===== src/rtl/instr_mem_loader_pkg.sv =====
// Shared types and constants for the instruction-memory loader.
package loader_pkg;

  typedef enum logic [2:0] {
    IDLE,
    ALLOC,
    REQ,
    WAIT,
    WRITE,
    FIN
  } state_t;

  localparam int unsigned TAM_BLOCO_DEF = 200;

  // Width of a slot index; never narrower than one bit.
  function automatic int unsigned slot_w(input int unsigned n);
    return (n > 1) ? $clog2(n) : 1;
  endfunction

endpackage


===== src/rtl/instr_mem_loader_if.sv =====
// HD read handshake and instruction-memory write port used by the loader.
interface instr_mem_loader_if #(
  parameter int unsigned HD_AW = 16
) ();

  logic             hd_rd_en;
  logic [HD_AW-1:0] hd_addr;
  logic [31:0]      hd_data;
  logic             hd_valid;
  logic             mem_we;
  logic [31:0]      mem_addr;
  logic [31:0]      mem_wdata;

  modport master (
    output hd_rd_en, hd_addr, mem_we, mem_addr, mem_wdata,
    input  hd_data, hd_valid
  );

  modport slave (
    input  hd_rd_en, hd_addr, mem_we, mem_addr, mem_wdata,
    output hd_data, hd_valid
  );

endinterface


===== src/rtl/instr_mem_loader_slot_allocator.sv =====
// Process-slot bitmap: lowest-free priority encoder, full flag, set/release.
module slot_allocator
  import loader_pkg::*;
#(
  parameter int unsigned NUM_SLOTS = 4
) (
  input  logic                         clock,
  input  logic                         reset,
  input  logic                         alloc,
  input  logic                         rel_a,
  input  logic [slot_w(NUM_SLOTS)-1:0] rel_a_slot,
  input  logic                         rel_b,
  input  logic [slot_w(NUM_SLOTS)-1:0] rel_b_slot,
  output logic [NUM_SLOTS-1:0]         bitmap,
  output logic                         full,
  output logic [slot_w(NUM_SLOTS)-1:0] free_idx
);

  localparam int unsigned SW = slot_w(NUM_SLOTS);

  logic [NUM_SLOTS-1:0] held;
  logic [NUM_SLOTS-1:0] set_mask;

  // Releases are applied before the free search so a slot freed this cycle can be reused.
  always_comb begin
    held = bitmap;
    for (int unsigned i = 0; i < NUM_SLOTS; i++) begin
      if ((rel_a && rel_a_slot == SW'(i)) || (rel_b && rel_b_slot == SW'(i)))
        held[i] = 1'b0;
    end
    full     = &held;
    free_idx = '0;
    for (int unsigned i = NUM_SLOTS; i > 0; i--) begin
      if (!held[i-1]) free_idx = SW'(i-1);
    end
    set_mask = '0;
    for (int unsigned i = 0; i < NUM_SLOTS; i++) begin
      if (alloc && !full && free_idx == SW'(i)) set_mask[i] = 1'b1;
    end
  end

  always_ff @(posedge clock or negedge reset) begin
    if (!reset) bitmap <= '0;
    else        bitmap <= held | set_mask;
  end

endmodule


===== src/rtl/instr_mem_loader.sv =====
// Copies a program image from HD into a free instruction-memory slot.
// Optional WAIT watchdog enabled by defining LOADER_TIMEOUT_EN.
module instr_mem_loader
  import loader_pkg::*;
#(
  parameter int unsigned TAM_BLOCO = TAM_BLOCO_DEF,
  parameter int unsigned NUM_SLOTS = 4,
  parameter int unsigned HD_AW     = 16
) (
  input  logic                         clock,
  input  logic                         reset,
  input  logic                         start,
  input  logic [HD_AW-1:0]             hd_base,
  input  logic [31:0]                  prog_len,
  input  logic                         release_req,
  input  logic [slot_w(NUM_SLOTS)-1:0] release_slot,
  instr_mem_loader_if.master           bus,
  output logic                         busy,
  output logic                         done,
  output logic                         error,
  output logic [slot_w(NUM_SLOTS)-1:0] slot_id,
  output logic [31:0]                  slot_base,
  output logic [NUM_SLOTS-1:0]         slots_used
);

  localparam int unsigned SW = slot_w(NUM_SLOTS);

  state_t           state;
  logic [HD_AW-1:0] base_r;
  logic [31:0]      len_r;
  logic [31:0]      cnt;
  logic             full;
  logic [SW-1:0]    free_idx;
  logic             alloc_ok;
  logic             rel_hit;
  logic             wd_abort;

  assign busy     = (state != IDLE);
  assign alloc_ok = (state == ALLOC) && (len_r != '0) && (len_r <= 32'(TAM_BLOCO)) && !full;
  assign rel_hit  = release_req && (release_slot == slot_id) && (state inside {REQ, WAIT, WRITE});

`ifdef LOADER_TIMEOUT_EN
  logic [15:0] wd;
  // wd holds the index of the current WAIT cycle, so the abort fires on cycle 65535.
  assign wd_abort = (state == WAIT) && !bus.hd_valid && (wd == 16'hFFFF);
`else
  assign wd_abort = 1'b0;
`endif

  slot_allocator #(
    .NUM_SLOTS (NUM_SLOTS)
  ) u_alloc (
    .clock      (clock),
    .reset      (reset),
    .alloc      (alloc_ok),
    .rel_a      (release_req),
    .rel_a_slot (release_slot),
    .rel_b      (wd_abort),
    .rel_b_slot (slot_id),
    .bitmap     (slots_used),
    .full       (full),
    .free_idx   (free_idx)
  );

  always_ff @(posedge clock or negedge reset) begin
    if (!reset) begin
      state         <= IDLE;
      base_r        <= '0;
      len_r         <= '0;
      cnt           <= '0;
      done          <= 1'b0;
      error         <= 1'b0;
      slot_id       <= '0;
      slot_base     <= '0;
      bus.hd_rd_en  <= 1'b0;
      bus.hd_addr   <= '0;
      bus.mem_we    <= 1'b0;
      bus.mem_addr  <= '0;
      bus.mem_wdata <= '0;
`ifdef LOADER_TIMEOUT_EN
      wd            <= '0;
`endif
    end else begin
      bus.hd_rd_en <= 1'b0;
      bus.mem_we   <= 1'b0;
      done         <= 1'b0;
      error        <= 1'b0;
      // An abort pre-empts whatever the active state would do this cycle.
      if (rel_hit || wd_abort) begin
        error <= 1'b1;
        state <= IDLE;
      end else begin
        case (state)
          IDLE: begin
            if (start) begin
              base_r <= hd_base;
              len_r  <= prog_len;
              state  <= ALLOC;
            end
          end
          ALLOC: begin
            if (alloc_ok) begin
              slot_id      <= free_idx;
              slot_base    <= 32'(free_idx) * 32'(TAM_BLOCO);
              cnt          <= '0;
              bus.hd_rd_en <= 1'b1;
              bus.hd_addr  <= base_r;
              state        <= REQ;
            end else begin
              error <= 1'b1;
              state <= IDLE;
            end
          end
          REQ: begin
`ifdef LOADER_TIMEOUT_EN
            wd    <= 16'd1;
`endif
            state <= WAIT;
          end
          WAIT: begin
            if (bus.hd_valid) begin
              bus.mem_we    <= 1'b1;
              bus.mem_addr  <= slot_base + cnt;
              bus.mem_wdata <= bus.hd_data;
              state         <= WRITE;
            end
`ifdef LOADER_TIMEOUT_EN
            else begin
              wd <= wd + 16'd1;
            end
`endif
          end
          WRITE: begin
            cnt <= cnt + 32'd1;
            if (cnt + 32'd1 == len_r) begin
              done  <= 1'b1;
              state <= FIN;
            end else begin
              bus.hd_rd_en <= 1'b1;
              bus.hd_addr  <= base_r + HD_AW'(cnt + 32'd1);
              state        <= REQ;
            end
          end
          FIN:     state <= IDLE;
          default: state <= IDLE;
        endcase
      end
    end
  end

endmodule


===== src/flat_wrapper.sv =====
// flat-port wrapper written by rule: the top's interface ports become plain ports
module instr_mem_loader_flat import loader_pkg::*;
#(
  parameter int unsigned TAM_BLOCO = TAM_BLOCO_DEF,
  parameter int unsigned NUM_SLOTS = 4,
  parameter int unsigned HD_AW     = 16
)
  (clock, reset, start, hd_base, prog_len, release_req, release_slot, busy, done, error, slot_id, slot_base, slots_used, bus_hd_rd_en, bus_hd_addr, bus_mem_we, bus_mem_addr, bus_mem_wdata, bus_hd_data, bus_hd_valid);
  instr_mem_loader_if #(.HD_AW(HD_AW)) bus_i ();
  input  logic clock;
  input  logic reset;
  input  logic start;
  input  logic [HD_AW-1:0] hd_base;
  input  logic [31:0] prog_len;
  input  logic release_req;
  input  logic [slot_w(NUM_SLOTS)-1:0] release_slot;
  output logic busy;
  output logic done;
  output logic error;
  output logic [slot_w(NUM_SLOTS)-1:0] slot_id;
  output logic [31:0] slot_base;
  output logic [NUM_SLOTS-1:0] slots_used;
  output wire logic [$bits(bus_i.hd_rd_en)-1:0] bus_hd_rd_en;
  output wire logic [$bits(bus_i.hd_addr)-1:0] bus_hd_addr;
  output wire logic [$bits(bus_i.mem_we)-1:0] bus_mem_we;
  output wire logic [$bits(bus_i.mem_addr)-1:0] bus_mem_addr;
  output wire logic [$bits(bus_i.mem_wdata)-1:0] bus_mem_wdata;
  input wire logic [$bits(bus_i.hd_data)-1:0] bus_hd_data;
  input wire logic [$bits(bus_i.hd_valid)-1:0] bus_hd_valid;
  assign bus_hd_rd_en = bus_i.hd_rd_en;
  assign bus_hd_addr = bus_i.hd_addr;
  assign bus_mem_we = bus_i.mem_we;
  assign bus_mem_addr = bus_i.mem_addr;
  assign bus_mem_wdata = bus_i.mem_wdata;
  assign bus_i.hd_data = bus_hd_data;
  assign bus_i.hd_valid = bus_hd_valid;
  instr_mem_loader #(.TAM_BLOCO(TAM_BLOCO), .NUM_SLOTS(NUM_SLOTS), .HD_AW(HD_AW)) u_core (.clock(clock), .reset(reset), .start(start), .hd_base(hd_base), .prog_len(prog_len), .release_req(release_req), .release_slot(release_slot), .bus(bus_i), .busy(busy), .done(done), .error(error), .slot_id(slot_id), .slot_base(slot_base), .slots_used(slots_used));
endmodule

===== config.mk =====
export PLATFORM = sky130hd
export DESIGN_NAME = instr_mem_loader_flat
export DESIGN_NICKNAME = d
export VERILOG_FILES = /design/src/rtl/instr_mem_loader_pkg.sv /design/src/rtl/instr_mem_loader_if.sv /design/src/rtl/instr_mem_loader_slot_allocator.sv /design/src/rtl/instr_mem_loader.sv /design/src/flat_wrapper.sv
export SDC_FILE = /design/constraint.sdc
export NUM_CORES = 1
export LEC_CHECK = 0
export BUFFER_PORTS_ARGS = -buffer_cell sky130_fd_sc_hd__buf_4
export CAP_MARGIN = 20
export CORE_MARGIN = 2
export CORE_UTILIZATION = 30
export DETAILED_ROUTE_END_ITERATION = 16
export GPL_ROUTABILITY_DRIVEN = 0
export GPL_TIMING_DRIVEN = 1
export PLACE_DENSITY = 0.47
export SKIP_CTS_REPAIR_TIMING = 1
export SYNTH_ARGS = -nofsm -noshare
export SYNTH_HDL_FRONTEND = slang
export SYNTH_SLANG_ARGS = --single-unit
export TNS_END_PERCENT = 50

===== constraint.sdc =====
create_clock -name clock -period 6.4 [get_ports clock]
set_clock_uncertainty 0.05 [all_clocks]
set_input_delay 0.64 -clock clock [delete_from_list [all_inputs] [get_ports clock]]
set_output_delay 0.64 -clock clock [all_outputs]
set_load 0.01 [all_outputs]

Yosys cells after proc, flatten, opt, wreduce, memory -nomap -nowiden
Index checks and enable logic that the tools add are counted.

Word-level logic and storage cells: 102. Bits of input ports: 87. Memories kept: 0. RAM bits: 0. Output and inout port bits: 123. Bits in read-only memories: 0. Flip-flop bits (word level): 180. Bits in latches: 0.

Bitwise gates (word level): 2. Divide/modulo/power cells: 0. Shifts and indexed selects: 0. Muxes and demuxes: 36. Reduce and logical (&&, ||, !) cells: 29. Add/sub/neg operators: 3. Multipliers: 1. $lt $le $gt $ge: 1. Equal/unequal tests: 16.

Operator list (count): one-hot mux 32 bit (2 select lines) (1); adder 10 x 32 -> 32 bit (1); adder 32 x 1 -> 32 bit (second input constant) (1); equality test 32 bit (1); less-or-equal comparator 32 x 8 -> 1 bit (second input constant) (1); two-way mux 16 bit (2); two-way mux 32 bit (1); one-hot mux 16 bit (2 select lines) (1); nonzero test 32 bit (1); two-way mux 1 bit (20); adder 16 bit (1); one-hot mux 3 bit (5 select lines) (1); logical AND 1 bit (14); two-way mux 3 bit (4); AND reduction 3 bit (4); two-way mux 2 bit (5); equality test 2 bit (second input constant) (4); AND reduction 4 bit (2); multiplier 2 x 5 -> 7 bit (second input constant) (1); equality test 3 x 2 -> 1 bit (second input constant) (2); != test 3 x 2 -> 1 bit (second input constant) (2); nonzero test 3 bit (2); equality test 2 x 1 -> 1 bit (second input constant) (2); logical NOT 2 bit (2); other kinds (11) (12).

Depth between registers and ports, before layout
Gate-level depths: netlist of run 1.

Word-level depth: 11. Depth in mapped cells: 15. Gate-level depth less buffers: 14.

Cells and area by module
A second synthesis of run 1 with hierarchy kept.

Cell total of the unflattened synthesis: 1041. Area total of the unflattened synthesis: 9858.2 sq um.

By module, submodules not included: instr_mem_loader (sequential area each 4304.1 sq um, area an instance 9616.7 sq um, cells each 1015, times used 1); slot_allocator (sequential area each 100.1 sq um, area an instance 241.5 sq um, cells each 26, times used 1).

Least setup slack after synthesis of run 1
OpenSTA, ideal clock, no wires.

Path kind: register to register. Start point: register u_core.cnt[1]. End point: register u_core.bus.hd_addr[15]. Data required time: 6.225 ns. Arrival: 3.202 ns. Slack: 3.024 ns. Buffers on the path: 1. Stages on the path, launching flop included: 15. Period minus slack after synthesis: 3.376 ns. Setup time: 0.125 ns. Cell sequence: dfrtp_1 > ha_1 > and3_1 > clkbuf_1 > nand3_1 > xnor2_1 > ha_1 > and3_1 > a31oi_1 > a211oi_1 > o31a_1 > or3_1 > a21oi_1 > xor2_1 > mux2_2.

Cells in the longest elaborated chain, start to end: 4. Elaborated cells between the ends (all ways): 7. Classes of those cells: add/sub (2); eq/ne (2); mux (2); reduce/logical (1).

RTL lines: from (decl) (RTL line instr_mem_loader.sv:31) `logic [31:0] cnt;`; from (signal assigned) (RTL line instr_mem_loader.sv:134) `cnt <= cnt + 32'd1;`; adder 32 x 1 -> 32 bit * (RTL line instr_mem_loader.sv:135) `if (cnt + 32'd1 == len_r) begin`; adder 16 bit or equality test 32 bit (tied branches) (RTL line instr_mem_loader.sv:140, instr_mem_loader.sv:135); two-way mux 16 bit or != test 2 bit (tied branches); one-hot mux 16 bit (2 select lines) or AND reduction 4 bit (tied branches); to (signal assigned) (RTL line instr_mem_loader.sv:107) `bus.hd_addr <= base_r;`; to (signal assigned) (RTL line instr_mem_loader.sv:140) `bus.hd_addr <= base_r + HD_AW'(cnt + 32'd1);`; to (decl) (RTL line instr_mem_loader_if.sv:15) `output hd_rd_en, hd_addr, mem_we, mem_addr, mem_wdata,`.

Every way passes the cells marked *; elsewhere a longest branch is shown, timed or not. The select of a mux whose other input is x is not followed. A chain may end at the register's enable or synchronous reset.

Final worst setup path of run 1
Start point: register u_core.cnt[0]. End point: register u_core.bus.hd_addr[15].

Same word-level chain as after synthesis.

==> out/results.txt, run 1 <==
Overall power: 0.00344 W
Critical Path Source Type: flip-flop
Grt ovf: 0
Outcome: completed
Fin crit share: 67.9%
Setup-failing EPs final: 0
# IOs: 210
Register area share after synthesis: 43.8%
Switch share: 32.6%
Synth async-reset ratio: 100%
EDFF count, synth: 0
Total of warnings raised by yosys: 0
Tot GR Track Use: 17.0%
Rel. slew slack: 24.2%
Most common cell on crit path: nand4_2
Drc violations: 0
WL final: 29,200 µm
Most common flop cell mapped by yosys: dfrtp_1
Sw power: 0.00112 W
Top delay family on crit path: simple AND/OR/NAND/NOR gates
Min Hold Slack: 0.0591 ns
Flop pwr share: 43.5%
Maximum number of pins on one net before global-route repair: 94
Starting DRT DRC Count: 509
Placed instance area: 11,700 µm²
Die Area: 35,000 µm²
Placed insts: 1,658
H-tree Lvls: 4
Post-route ant nets: 0
Layout cells sized above 1: 24.6%
Nets: 1,347
CP Buf/Inv Count: 0
First drt pass iteration count: 5
Vias in the first global route: 8,003
CTS tree: built
Design Area, Final: 12,300 µm²
Fillers: 3,446
Leakage: 5.88 nW
Int Pwr: 0.00232 W
Worst path cell trace: ha_1 -> nand4_2 -> nor4_1 -> nand3_1 -> xnor2_1 -> a211o_1 -> nor4_2 -> nand4_2 -> o21bai_4 -> mux2_2
Antenna diode count: 0
HPWL after DPL: 21,800 µm
Commonest non-fill, non-tap cells in the layout: 221 x nand2_1, 189 x buf_4, 176 x dfrtp_1
Syn_area_per_cell: 9.28 µm²
Number of cells on the critical path: 10
Layout Cells excl Fill: 1,692
Worst IR Drop VDD: 184 µV
Vias: 8,118
Area delta synth->final: 22.7%
Number of vias per cell: 4.80
Clk pwr share: 32.3%
Post-synthesis cell count: 1,085
Post-layout min period: 4.34 ns
Final Hold Fails: 0
RSZ-0062 raised after global routing: no
Critical path class: flip-flop to flip-flop
Commonest non-fill, non-tap cell in the layout: nand2_1
Placeable Area: 33,300 µm²
Starting Density: 30.2%
Worst Setup End Kind: flip-flop
Clock latency on the worst-skew pair: 0.45 ns
CTS Sinks: 176
Max-cap violations: 0
Power density over the cells: 278 nW/µm²
Worst reg2reg path depth: 10
Worst Path Arrival: 4.63 ns
Row cnt: 67
Reg clk slew, reported paths: 0.07 ns
Worst Path Max Fanout: 17
Global-route wire length before repair: 46,500 µm
Seq cells post-synth: 176
Logic pwr share: 24.2%
Max Clock Freq: 230 MHz
Worst Tran Pin Value: 1.13 ns
Synth Cell Area: 10,100 µm²
Unique masters post-synth: 72
Clock root buffer: clkbuf_16
Setup TNS: 0 ns
WP data required: 6.68 ns
Hold crit path type: input pin to async pin
Clock buffer depth: 2
CP max stage cell: nor4_1
Slew Viols, Final: 0
Die height: 187 µm
Initial antenna violation count: 0
Die Span X: 187 µm
Critical Path Max Stage Delay: 0.90 ns
Buffers on Ports: 183
Cts bufs inserted: 17
Wire length per cell: 17.3 µm
-- cell type report --
class | instances | area [µm²] | area share [%]
Clock buffer | 17 | 425 | 3.45
Clock inverter | 15 | 181 | 1.47
Inverter | 24 | 90.1 | 0.730
Multi-Input combinational cell | 819 | 5180 | 42.0
Sequential cell | 176 | 4400 | 35.7
Tap cell | 448 | 561 | 4.54
Timing Repair Buffer | 193 | 1510 | 12.2
-- final timing paths --
check,from,to,slack (ns)
setup / recovery,u_core.cnt[0]$_DFFE_PN0P_,u_core.bus.hd_addr[15]$_DFFE_PN0P_,2.06
hold / removal,reset,u_core.cnt[28]$_DFFE_PN0P_,0.06
setup reg to reg,u_core.cnt[0]$_DFFE_PN0P_,u_core.bus.hd_addr[15]$_DFFE_PN0P_,2.06
hold reg to reg,u_core.bus.mem_wdata[6]$_DFFE_PN0P_,u_core.bus.mem_wdata[6]$_DFFE_PN0P_,0.43
max in group asynchronous,reset,u_core.bus.mem_addr[17]$_DFFE_PN0P_,5.10
min in group clock,bus_hd_data[30],u_core.bus.mem_wdata[30]$_DFFE_PN0P_,0.33
-- routing by layer --
metal / share of wire, % / global-route usage [%] / wire, µm
met1: 51 / 25.0 / 14900
met2: 43 / 25.3 / 12500
met3: 4.8 / 2.93 / 1400
met4: 1.5 / 5.37 / 447
met5: 0 / 0 / 0
-- kinds of logic after synthesis --
kind of cell | count (synthesis) | share of synthesized area [%]
and+or+nand+nor | 412 | 19.2
AOI/OAI and AO/OA | 200 | 12.5
DFF | 176 | 43.8
buffers and inverters | 115 | 5.72
xor gates and xnor gates | 90 | 7.83
muxes | 62 | 7.26
adders and majority gates | 29 | 3.75
other | 1 | 0.0373
-- power by group through the flow --
| stage | clock (W) | combinational [W] | sequential, W |
|---|---|---|---|
| floorplan | 0 | 0.000649 | 0.00141 |
| global placement | 0 | 0.000829 | 0.00151 |
| detailed placement | 0 | 0.000830 | 0.00152 |
| CTS | 0.00115 | 0.000836 | 0.00149 |
| global route | 0.00119 | 0.000935 | 0.00152 |
| finish | 0.00111 | 0.000833 | 0.00150 |
-- flip-flops by register name, summed over array words and instances (netlist names) --
register               count
u_core.slot_id             1
u_core.bus.mem_addr       32
u_core.error               1
u_core.bus.hd_addr        16
u_core.len_r              32
u_core.state               3
u_core.bus.mem_wdata      32
u_core.bus.mem_we          1
u_core.u_alloc.bitmap      4
u_core.bus.hd_rd_en        1
u_core.done                1
u_core.base_r             16
u_core.slot_base           4
u_core.cnt                32
-- cell usage after synthesis (all sizes together), types with 10 or more instances --
master	n	share of area [%]
nor2	47	1.8
o31ai	12	0.90
inv	23	0.86
and3	10	0.62
nor4	13	0.87
nor3	22	1.2
nand3	31	1.7
nand2	221	8.2
nand4	28	2.1
xor2	34	3.0
a21o	10	0.75
o21ai	92	4.6
a21oi	27	1.3
ha	27	3.4
mux2	61	7.2
buf	44	3.1
clkbuf	47	1.8
dfrtp	176	44
xnor2	56	4.9
-- worst register-to-register path: stages (launching register included) --
cell      delay (ns)
dfrtp_1         0.51
ha_1            0.29
nand4_2         0.20
nor4_1          0.90
nand3_1         0.23
xnor2_1         0.19
a211o_1         0.25
nor4_2          0.31
nand4_2         0.29
o21bai_4        0.61
mux2_2          0.42
-- per-stage QoR --
stage               setup slack, ns  utilization, %
floorplan                      3.02               -
global placement               2.06            35.1
detailed placement             2.08            35.1
CTS                            2.07            36.9
global route                   1.87            37.1
finish                         2.06            37.1
Power figures use the tool's default switching activity.
==> inputs of run 2 (changes only) <==
Clock period 6.4 ns to 4 ns, I/O delays scaled along.
==> run 2 against run 1 <==
  * The run now ends with negative hold slack left
  * Register-to-register slack got worse by 1.8 ns
  * Routed wire length rose by 0.40%
  * Clock power up 42%
  * Highest routed layer unchanged
  * Worst setup slack got worse by 1.8 ns
  * Critical path type unchanged
  * Largest cell class unchanged
==> out/results.txt, run 2 (same netlist as run 1, synthesis figures left out) <==
Critical path class: flip-flop to flip-flop
Max-cap violations: 0
Leakage: 5.96 nW
Hold crit path type: input pin to async pin
Flop2flop setup slack: 0.30 ns
Failing checks: negative hold slack
Worst Path Max Fanout: 7
Clock root buffer: clkbuf_16
H-tree Lvls: 4
Min Hold Slack: -0.0303 ns
Vias: 8,207
Worst reg2reg path depth: 12
Global-route wire length before repair: 47,000 µm
Die Span X: 187 µm
Power density over the cells: 428 nW/µm²
Post-route ant nets: 0
Worst Tran Pin Value: 0.916 ns
Outcome: finished with violations
Worst Setup End Kind: flip-flop
Buffers on Ports: 183
Max Clock Freq: 271 MHz
Post-layout min period: 3.70 ns
Clock latency on the worst-skew pair: 0.44 ns
Maximum number of pins on one net before global-route repair: 95
Worst r2r src: u_core.cnt[1]$_DFFE_PN0P_
Number of vias per cell: 4.78
Rel. slew slack: 38.9%
RSZ-0062 raised after global routing: no
# IOs: 210
Layout cells sized above 1: 26.2%
Setup-failing EPs final: 0
Fillers: 3,415
Placeable Area: 33,300 µm²
WL final: 29,400 µm
Starting DRT DRC Count: 493
Setup TNS: 0 ns
Commonest non-fill, non-tap cells in the layout: 221 x nand2_1, 213 x buf_4, 174 x dfrtp_1
First drt pass iteration count: 4
CTS tree: built
Area delta synth->final: 23.9%
Wire length per cell: 17.1 µm
Worst Path Arrival: 3.97 ns
Vias in the first global route: 8,049
Nets: 1,372
HPWL after DPL: 22,300 µm
Tot GR Track Use: 17.2%
Clock buffer depth: 2
Row cnt: 67
Commonest non-fill, non-tap cell in the layout: nand2_1
WP data required: 4.27 ns
Antenna diode count: 0
Slew Viols, Final: 0
Fin crit share: 92.4%
FF-to-FF End: u_core.bus.hd_addr[15]$_DFFE_PN0P_
Critical Path Source Type: flip-flop
Drc violations: 0
Reg clk slew, reported paths: 0.07 ns
Overall power: 0.00534 W
CTS Sinks: 176
Die Area: 35,000 µm²
Initial antenna violation count: 0
Die height: 187 µm
Grt ovf: 0
Worst IR Drop VDD: 333 µV
Starting Density: 30.2%
Final Hold Fails: 15
Cts bufs inserted: 17
-- run 2: cell types whose count changed in the layout (fill, tap and decap cells not counted) --
cell and delta:
buf_4 +24, buf_12 +3, bufinv_16 -3, buf_16 -2, clkbuf_1 +2, clkbuf_8 +2, clkinvlp_4 +2, dfrtp_1 -2
dfrtp_2 +2, clkinv_2 -1, inv_6 -1, inv_8 -1, nor3_1 -1, nor3_2 +1
-- run 2: worst max-delay path by stage --
stage	start	endpoint	slack, ns	depth (start not counted)
4_1_cts	u_core.cnt[1]$_DFFE_PN0P_	u_core.bus.hd_addr[15]$_DFFE_PN0P_	0.23	12
3_5_place_dp	u_core.cnt[1]$_DFFE_PN0P_	u_core.bus.hd_addr[5]$_DFFE_PN0P_	0.25	11
5_1_grt	u_core.cnt[1]$_DFFE_PN0P_	u_core.bus.hd_addr[15]$_DFFE_PN0P_	0.05	13
3_3_place_gp	u_core.cnt[1]$_DFFE_PN0P_	u_core.bus.hd_addr[15]$_DFFE_PN0P_	0.31	11
6_report	u_core.cnt[1]$_DFFE_PN0P_	u_core.bus.hd_addr[15]$_DFFE_PN0P_	0.30	12
2_1_floorplan	u_core.cnt[1]$_DFFE_PN0P_	u_core.bus.hd_addr[15]$_DFFE_PN0P_	0.62	14
-- run 2: power by group --
group          internal (W)  switching (W)  total [W]
combinational      0.000696       0.000651    0.00135
sequential          0.00204       0.000372    0.00241
clock              0.000832       0.000752    0.00158
total               0.00356        0.00178    0.00534
-- run 2: area by class of cell --
class	count	area (µm²)	share of cell area, %
Tap cell	448	561	4.49
Timing Repair Buffer	218	1690	13.5
Inverter	24	90.1	0.722
Multi-Input combinational cell	819	5190	41.6
Sequential cell	176	4410	35.3
Clock inverter	11	81.3	0.652
Clock buffer	21	460	3.69
-- run 2: routing by layer --
metal	GRT usage [%]	up-vias	share of wire, %
met5	0	-	0
met4	5.92	0	2.0
met3	3.36	25	4.9
met2	24.4	234	43
met1	25.9	3884	51
li1	-	4064	-
-- run 2: stage by stage --
step / util, % / cells / area [µm²] / worst slack (ns)
floorplan: - / 1110 / 10200 / 0.624
global placement: 35.8 / 1684 / 11900 / 0.307
detailed placement: 35.8 / 1685 / 11900 / 0.249
CTS: 37.5 / 1717 / 12500 / 0.225
global route: 37.5 / 1717 / 12500 / 0.0518
finish: 37.5 / 1717 / 12500 / 0.305
-- run 2: critical path: stages, from the launching register on --
cell      delay [ns]
dfrtp_2         0.44
ha_1            0.26
nand4_2         0.20
or4_1           0.68
xnor2_1         0.28
ha_1            0.34
nand3_1         0.11
a211oi_1        0.07
o31a_1          0.31
or3_1           0.31
a21oi_1         0.17
xor2_1          0.09
mux2_2          0.26
==> inputs of run 3 (changes only) <==
Settings changed: CORE_ASPECT_RATIO set to 2.
==> run 3 against run 2 <==
  * The run now ends clean
  * Core utilization is 0.40 points higher
  * Fmax shrank 2.4%
  * Flip-flop and latch count did not move
  * Hold slack better by 0.10 ns
  * Routed wire length increased by 8.7%
  * Combinational power barely moved
  * Worst setup slack lost 0.090 ns
  * Global-route usage rose by 1.3 points
  * Count of clock-buffer cells in the layout decreased by 4
  * Die area grew 0.25%
  * Critical path type unchanged
==> out/results.txt, run 3 (same netlist as run 1, synthesis figures left out) <==
Outcome: completed
RSZ-0062 raised after global routing: no
Rel. slew slack: 43.2%
Maximum number of pins on one net before global-route repair: 95
Worst reg2reg path depth: 12
Clock buffer depth: 2
WL final: 31,900 µm
Worst setup path start: u_core.cnt[0]$_DFFE_PN0P_
Max-cap violations: 0
Row cnt: 94
Layout cells sized above 1: 26.0%
Clock root buffer: clkbuf_16
Hold crit path type: input pin to flip-flop
# IOs: 210
Number of vias per cell: 4.98
Die Area: 35,100 µm²
Setup-failing EPs final: 0
Setup TNS: 0 ns
Critical Path Max Stage Delay: 0.76 ns
Worst r2r src: u_core.cnt[0]$_DFFE_PN0P_
Vias in the first global route: 8,628
Commonest non-fill, non-tap cell in the layout: nand2_1
Wire length per cell: 18.8 µm
H-tree Lvls: 4
Post-layout min period: 3.78 ns
WP data required: 4.30 ns
Critical Path Source Type: flip-flop
Starting Density: 30.6%
Cts bufs inserted: 17
Slew Viols, Final: 0
Fin crit share: 94.6%
Worst setup margin: 0.215 ns
Tot GR Track Use: 18.5%
Leakage: 5.98 nW
DR top layer: met4
Die height: 263 µm
Nets: 1,372
Placeable Area: 32,900 µm²
Area delta synth->final: 23.9%
Wire length on met3: 1050 µm
CTS Sinks: 176
Top delay family on crit path: compound AO/OA/AOI/OAI gates
Initial antenna violation count: 0
Vias: 8,472
HPWL after DPL: 24,700 µm
Drc violations: 0
CP Buf/Inv Count: 3
CP max stage cell: a2111oi_0
Worst path cell trace: ha_1 -> xnor2_1 -> xnor2_1 -> a2111oi_0 -> buf_4 -> nand4_1 -> a2111oi_0 -> buf_4 -> nand4_2 -> o21bai_4 -> buf_12 -> mux2_2
Commonest non-fill, non-tap cells in the layout: 221 x nand2_1, 214 x buf_4, 176 x dfrtp_1
Wire length on met1: 12,100 µm
Die Span X: 134 µm
Critical path class: flip-flop to flip-flop
Grt ovf: 0
Worst Path Arrival: 4.08 ns
Post-route ant nets: 0
First drt pass iteration count: 6
Buffers on Ports: 183
Worst Path Max Fanout: 17
HP Start: bus_hd_data[3]
Starting DRT DRC Count: 388
Reg clk slew, reported paths: 0.08 ns
Power density over the cells: 438 nW/µm²
Clock latency on the worst-skew pair: 0.46 ns
CTS tree: built
Antenna diode count: 0
Worst Tran Pin Value: 0.830 ns
Routed wl met2: 17,300 µm
Post-place setup slack: 0.265 ns
Worst IR Drop VDD: 300 µV
Global-route wire length before repair: 49,900 µm
Cell depth of the worst hold path: 3
Final Hold Fails: 0
Worst Setup End Kind: flip-flop
Max Clock Freq: 264 MHz
Number of cells on the critical path: 12
[run 3: cell count changes in the layout (fill, tap and decap cells not counted), sizes merged]
cell | previous run | this run
buf | 218 | 217
inv | 26 | 31
clkinv | 6 | 7
clkinvlp | 3 | 1
dlygate4sd3 | 0 | 1
clkbuf | 21 | 17
[run 3: metrics by stage]
stage | area, µm² | std cells | power (W) | hold slack [ns] | util (%)
final | 12500 | 1701 | 0.00546 | 0.0732 | 37.9
after global routing | 12500 | 1701 | 0.00576 | 0.0661 | 37.9
after CTS | 12500 | 1700 | 0.00554 | -0.0897 | 37.9
after detailed placement | 11900 | 1668 | 0.00382 | 0.413 | 36.1
after global placement | 11900 | 1668 | 0.00381 | 0.409 | 36.1
after floorplan | 10200 | 1110 | 0.00330 | 0.0544 | -
[run 3: worst paths after layout]
check / end / slack (ns)
max in group asynchronous: u_core.state[2]$_DFFE_PN0P_ / 2.43
max reg2reg: u_core.bus.hd_addr[1]$_DFFE_PN0P_ / 0.22
min in group asynchronous: u_core.bus.mem_we$_DFF_PN0_ / 0.44
min reg2reg: u_core.bus.mem_addr[3]$_DFFE_PN0P_ / 0.43
min: u_core.bus.mem_wdata[3]$_DFFE_PN0P_ / 0.07
max: u_core.bus.hd_addr[1]$_DFFE_PN0P_ / 0.22
[run 3: worst min-delay path, stage by stage]
cell and delay [ns]:
buf_4 0.08, nand2_1 0.04, nand2_1 0.04
[run 3: power breakdown]
part	internal (W)	leakage [nW]	switching, W
clock network	0.000839	0.288	0.000852
registers	0.00203	2.34	0.000379
logic	0.000683	3.35	0.000675
[run 3: per-layer routing]
| layer | vias to the layer above | global-route usage (%) |
|---|---|---|
| li1 | 4051 | - |
| met1 | 4107 | 20.1 |
| met2 | 250 | 33.9 |
| met3 | 64 | 2.81 |
| met4 | 0 | 10.1 |
| met5 | - | 0 |
[run 3: area by class of cell]
type	instances	area, µm²
flip-flops and latches	176	4400
fillers	3434	20500
clock inverters	15	166
inverters	24	90.1
clock buffers	17	425
repair buffers	218	1670
multi-input cells	819	5180
well taps	432	541
